==> src/rtl/vga_pkg.sv <==
// Shared VGA timing constants and loader FSM encoding for the frame-buffer arbiter.
package vga_pkg;

    localparam int VGA_H_ACTIVE = 640;
    localparam int VGA_V_ACTIVE = 480;

    typedef enum logic [0:0] {
        ST_IDLE   = 1'b0,
        ST_UNPACK = 1'b1
    } load_state_e;

endpackage

==> src/rtl/vga_fb_window_addr.sv <==
// Centred-window detection and linear read-address generation for the VGA reader.
module vga_fb_window_addr
    import vga_pkg::*;
#(
    parameter int FRAME_WIDTH  = 256,
    parameter int FRAME_HEIGHT = 256,
    parameter int ADDR_W       = 16
) (
    input  logic [9:0]        x_position_vga,
    input  logic [8:0]        y_position_vga,
    output logic              in_window,
    output logic [ADDR_W-1:0] rd_addr
);

    localparam int LEFT = (VGA_H_ACTIVE - FRAME_WIDTH) / 2;
    localparam int TOP  = (VGA_V_ACTIVE - FRAME_HEIGHT) / 2;

    int x_i;
    int y_i;

    always_comb begin
        x_i = int'(x_position_vga);
        y_i = int'(y_position_vga);
        in_window = (x_i >= LEFT) && (x_i < LEFT + FRAME_WIDTH) &&
                    (y_i >= TOP)  && (y_i < TOP + FRAME_HEIGHT);
        rd_addr = ADDR_W'((x_i - LEFT) + (y_i - TOP) * FRAME_WIDTH);
    end

endmodule

==> src/rtl/vga_fb_load_arbiter.sv <==
// Shares a single-port 1-bpp frame buffer between a UART byte loader and the VGA reader.
// Build option: define VGA_FB_BORDER_COLOR_EN to add a border_color input for out-of-window pixels.
//
//   state     | meaning
//   ST_IDLE   | waiting for a UART byte (rx_ready high unless frame_start)
//   ST_UNPACK | writing the captured byte LSB first, one bit per free cycle
module vga_fb_load_arbiter
    import vga_pkg::*;
#(
    parameter int FRAME_WIDTH  = 256,
    parameter int FRAME_HEIGHT = 256,
    parameter int ADDR_W       = 16
) (
    input  logic              clk,
    input  logic              rst,
    input  logic              rx_valid,
    input  logic [7:0]        rx_data,
    output logic              rx_ready,
    input  logic              frame_start,
    input  logic [9:0]        x_position_vga,
    input  logic [8:0]        y_position_vga,
`ifdef VGA_FB_BORDER_COLOR_EN
    input  logic [7:0]        border_color,
`endif
    output logic [ADDR_W-1:0] mem_addr,
    output logic              mem_we,
    output logic              mem_wdata,
    input  logic              mem_rdata,
    output logic [7:0]        vga_data_out,
    output logic              frame_done
);

    localparam logic [ADDR_W-1:0] LAST_PIX = ADDR_W'(FRAME_WIDTH * FRAME_HEIGHT - 1);

    load_state_e       state;
    load_state_e       state_nxt;
    logic [ADDR_W-1:0] pix_ptr;
    logic [2:0]        bit_idx;
    logic [7:0]        byte_q;
    logic              rd_own;
    logic [ADDR_W-1:0] rd_addr;
    logic              accept;
    logic              wr_bit;
    logic              win_d1;
    logic              win_d2;
    logic              rd_q;
    logic [7:0]        border;

`ifdef VGA_FB_BORDER_COLOR_EN
    assign border = border_color;
`else
    assign border = 8'h00;
`endif

    vga_fb_window_addr #(
        .FRAME_WIDTH  (FRAME_WIDTH),
        .FRAME_HEIGHT (FRAME_HEIGHT),
        .ADDR_W       (ADDR_W)
    ) u_window (
        .x_position_vga (x_position_vga),
        .y_position_vga (y_position_vga),
        .in_window      (rd_own),
        .rd_addr        (rd_addr)
    );

    always_ff @(posedge clk) begin
        if (rst) begin
            state <= ST_IDLE;
        end else begin
            state <= state_nxt;
        end
    end

    // The reader always wins the port; a pending bit simply waits for a free cycle.
    always_comb begin
        state_nxt = state;
        rx_ready  = 1'b0;
        accept    = 1'b0;
        wr_bit    = 1'b0;
        mem_addr  = pix_ptr;
        mem_we    = 1'b0;
        mem_wdata = 1'b0;
        case (state)
            ST_IDLE: begin
                rx_ready = !rst && !frame_start;
                accept   = rx_ready && rx_valid;
                if (accept) begin
                    state_nxt = ST_UNPACK;
                end
            end
            ST_UNPACK: begin
                wr_bit = !rst && !frame_start && !rd_own;
                if (wr_bit && bit_idx == 3'd7) begin
                    state_nxt = ST_IDLE;
                end
            end
            default: state_nxt = ST_IDLE;
        endcase
        if (frame_start) begin
            state_nxt = ST_IDLE;
        end
        if (rd_own) begin
            mem_addr = rd_addr;
        end else if (wr_bit) begin
            mem_we    = 1'b1;
            mem_wdata = byte_q[bit_idx];
        end
    end

    always_ff @(posedge clk) begin
        if (rst) begin
            pix_ptr    <= '0;
            bit_idx    <= 3'd0;
            byte_q     <= 8'h00;
            frame_done <= 1'b0;
        end else begin
            frame_done <= wr_bit && (pix_ptr == LAST_PIX);
            if (frame_start) begin
                pix_ptr <= '0;
                bit_idx <= 3'd0;
            end else if (accept) begin
                byte_q  <= rx_data;
                bit_idx <= 3'd0;
            end else if (wr_bit) begin
                bit_idx <= bit_idx + 3'd1;
                pix_ptr <= (pix_ptr == LAST_PIX) ? '0 : pix_ptr + 1'b1;
            end
        end
    end

    // Read data is retimed alongside the second flag stage so both stay aligned with the pixel.
    always_ff @(posedge clk) begin
        if (rst) begin
            win_d1 <= 1'b0;
            win_d2 <= 1'b0;
            rd_q   <= 1'b0;
        end else begin
            win_d1 <= rd_own;
            win_d2 <= win_d1;
            rd_q   <= mem_rdata;
        end
    end

    assign vga_data_out = win_d2 ? {8{rd_q}} : border;

endmodule

==> config.mk <==
export PLATFORM = sky130hd
export DESIGN_NAME = vga_fb_load_arbiter
export DESIGN_NICKNAME = d
export VERILOG_FILES = /design/src/rtl/vga_pkg.sv /design/src/rtl/vga_fb_window_addr.sv /design/src/rtl/vga_fb_load_arbiter.sv
export SDC_FILE = /design/constraint.sdc
export NUM_CORES = 1
export LEC_CHECK = 0
export ABC_AREA = 1
export CAP_MARGIN = 15
export CORE_MARGIN = 2
export CORE_UTILIZATION = 46
export DETAILED_ROUTE_END_ITERATION = 10
export PLACE_DENSITY = 0.87
export REMOVE_ABC_BUFFERS = 1
export SLEW_MARGIN = 20
export SYNTH_ARGS = -nofsm -noshare
export SYNTH_HDL_FRONTEND = slang
export SYNTH_SLANG_ARGS = --single-unit
export TNS_END_PERCENT = 50
==> constraint.sdc <==
create_clock -name clk -period 2.24 [get_ports clk]
set_clock_uncertainty 0.2 [all_clocks]
set_input_delay 0.336 -clock clk [delete_from_list [all_inputs] [get_ports clk]]
set_output_delay 0.336 -clock clk [all_outputs]
set_load 0.01 [all_outputs]
==> results.yml <==
critical_path:
  startpoint: "x_position_vga[7]"
  crit_path_end_kind: "output pin"
  slowest_delay_ns: 0.30
  reg2reg_from: "pix_ptr[1]"
  arrival_ns: 2.25
  cp_max_fo: 3
  required_ns: 1.70
  criticalPathCategory: "in -> out"
  worstPathCellList: "buf_8 > ha_4 > xnor2_2 > ha_2 > fa_2 > nand3_4 > nor2_4 > nand3_2 > nand2_2 > nand2_2 > nand3_2 > nand2_1 > buf_2"
  reg2reg_slack_ns: 0.33
  cp-start-kind: "primary input"
  cp_slowest_cell: "ha_2"
  cp_num_buf_inv: 2
  critPathTopFamily: "adder cells"
finish:
  instances_no_fill: 605
  stdcell_area_um2: 4070
  post-route-util: 0.744
  drive_gt1_frac: 0.351
  num-nets-final: 572
  area_delta_synth_final_pct: 56.6
  antenna_cells: 0
timing:
  slew_viol_final: 0
  hold-worst-slack_ns: 0.218
  fmax_ghz: 0.359
  rsz0062_at_grt: "yes"
  relSlewSlack: 0.785
  worst_slack_ns: -0.544
  tns_ns: -5.24
  worstMarginPinSlew_ns: 0.319
  period_needed_ns: 2.78
  post-route-period-util: 1.24
  setup_violations: 18
  hold_viol: 0
power_and_ir_drop:
  internal_power_mw: 1.17
  p_leak_nw: 1.87
  power_switching_uw: 521
  p_comb_frac: 0.330
  power_mw: 1.69
  swShare: 0.308
  pwr-share-clk: 0.325
  ir_worst_vdd_mv: 0.350
  power_density_nw_per_um2: 415
  power_frac_seq: 0.345
run:
  maxCapViolCount: 0
run_status:
  violations: "setup timing"
  outcome: "complete, but fails checks"
global_route:
  overflow: 0
  grt_max_degree: 21
  grt_pass1_wl_mm: 14.6
  grt_pass1_vias: 3276
  antenna_found_initial: 0
  grtUsageTotal: 0.291
routing:
  ant_nets: 0
  drc: 0
  post_drt_wl_per_cell_um: 18.0
  drt_wl_total_mm: 10.9
  vias_per_cell: 5.82
  drt_iter0_drc: 425
  route.vias.total: 3521
  drtPass1Iterations: 6
placement:
  gp_congestion: 0.914
  hpwl_mm: 5.29
  detailedPlace.worstSlack_ns: -1.13
  dpl_cell_area_um2: 3480
  port-buffer-count: 59
  dpl.cell_count: 567
floorplan:
  dieArea_um2: 6270
  fp.dieW_um: 79.2
  ios: 60
  start_util: 0.475
  num_rows: 27
  fp.dieH_um: 79.2
  core-area_um2: 5470
cts:
  cts_tree: "yes"
  cts_made_buffers: 5
  cts_sinks: 32
  h-tree-depth: 2
  cts_hold_buf: 0
  cts_buffer_depth: 2
  root_buffer: "clkbuf_8"
  clkSlewWorstSetupHoldPaths_ns: 0.07
  clk-insertion-delay-late_ns: 0.29
hold_path:
  min_path_type: "reg -> reg"
  worstHoldStart: "win_d1"
synth:
  synth.distinct_cells: 36
  synthCells: 411
  syn_avg_cell_area_um2: 6.33
  ys_seq_elements: 32
  synth-warning-count: 0
  synth-seq-area-share: 0.246
  syn_area_um2: 2600
## worst reg2reg max path, cell delays in order (launching register included)
cell and delay (ns):
dfxtp_1 0.41, ha_1 0.23, buf_4 0.16, nand2_1 0.05, nor2_1 0.13, nand2_1 0.10
nor2_2 0.24, nor2_1 0.11, nand3_1 0.10, a21oi_1 0.07
## power by group through the flow
| stage | combinational (mW) | clock [mW] | sequential (mW) |
|---|---|---|---|
| after CTS | 0.427 | 0.549 | 0.584 |
| after global placement | 0.349 | 0 | 0.596 |
| final | 0.558 | 0.549 | 0.584 |
| after floorplan | 0.160 | 0 | 0.596 |
| after detailed placement | 0.358 | 0 | 0.596 |
| after global routing | 0.590 | 0.572 | 0.584 |
## cell usage in the layout, fill, tap and decap left out, drive strengths merged
| cell | n |
|---|---|
| a211oi | 4 |
| a21boi | 1 |
| a21oi | 21 |
| a22oi | 1 |
| a41oi | 2 |
| buf | 97 |
| bufinv | 1 |
| clkbuf | 9 |
| clkdlybuf4s15 | 1 |
| clkdlybuf4s50 | 21 |
| clkinv | 1 |
| dfxtp | 32 |
| dlygate4sd2 | 11 |
| dlymetal6s2s | 1 |
| fa | 1 |
| ha | 7 |
| inv | 58 |
| nand2 | 113 |
| nand3 | 46 |
| nand3b | 9 |
| nand4 | 8 |
| nor2 | 45 |
| nor3 | 9 |
| o211ai | 1 |
| o21ai | 25 |
| o22ai | 1 |
| xnor2 | 3 |
| xor2 | 4 |
## cells by family (layout without fill, tap and decap cells)
logic type / after synthesis / after routing / synth area share
AO/OA/AOI/OAI: 56 / 56 / 0.125
XOR/XNOR: 7 / 7 / 0.0236
adder cells (fa/ha/maj): 8 / 8 / 0.0414
buffers and inverters: 78 / 200 / 0.138
flip-flops: 32 / 32 / 0.246
AND/OR/NAND/NOR: 230 / 230 / 0.426
## layer usage
layer	wire, µm	vias up	global-route usage
li1	-	1567	-
met1	3750	1567	0.309
met2	5030	285	0.527
met3	1240	102	0.0727
met4	857	0	0.152
met5	0	-	0
## cell usage after synthesis
master    number  area share
buf_2          5      0.0096
a211oi_1       4       0.012
nor2_2         3      0.0072
nand3b_4       1      0.0077
nor2_4         4       0.017
nand3b_1       8       0.023
inv_2          8       0.012
buf_6          3       0.013
nand4_2        1      0.0048
nand2_1      110        0.16
a21oi_1       18       0.035
buf_4         10       0.029
xnor2_1        3       0.010
nand3_2        3       0.012
xor2_1         4       0.013
o21ai_0       11       0.021
fa_1           1      0.0077
a22oi_1        1      0.0029
clkbuf_1       2      0.0029
dfxtp_1       32        0.25
nand3_1       43       0.083
nor3_2         4       0.015
o21ai_2        2      0.0067
a41oi_1        2      0.0067
nand4_1        7       0.017
nand2_2        3      0.0072
o211ai_1       1      0.0029
inv_1         50       0.072
ha_1           7       0.034
a21boi_1       1      0.0029
a21oi_2        3       0.010
o22ai_1        1      0.0024
nor3_4         2       0.013
o21ai_1       12       0.023
nor3_1         3      0.0058
nor2_1        38       0.055
## sequential cells by signal, indices dropped and copies added (netlist names)
register	flops
bit_idx	3
byte_q	8
frame_done	1
pix_ptr	16
rd_q	1
state	1
win_d1	1
win_d2	1
## final cells by class
type | instances | area (µm²)
multi-input cells | 301 | 1860
clock buffers | 6 | 72.6
repair buffers | 134 | 1150
well taps | 72 | 90.1
inverters | 58 | 233
fillers | 380 | 1400
clock inverters | 2 | 35.0
flip-flops and latches | 32 | 641
## final timing paths
path	cells after the start	end
min reg2reg	2	win_d2
max reg2reg	9	pix_ptr[5]
min	2	win_d2
max	13	mem_addr[14]
## what timing repair did
action                     in CTS  in global routing
pin swaps                      22                 27
resized for setup             161                 54
cloned                          0                  0
setup endpoints to repair      24                 18
buffers inserted               26                  7
No activity file was read; power rests on OpenSTA's default activity.
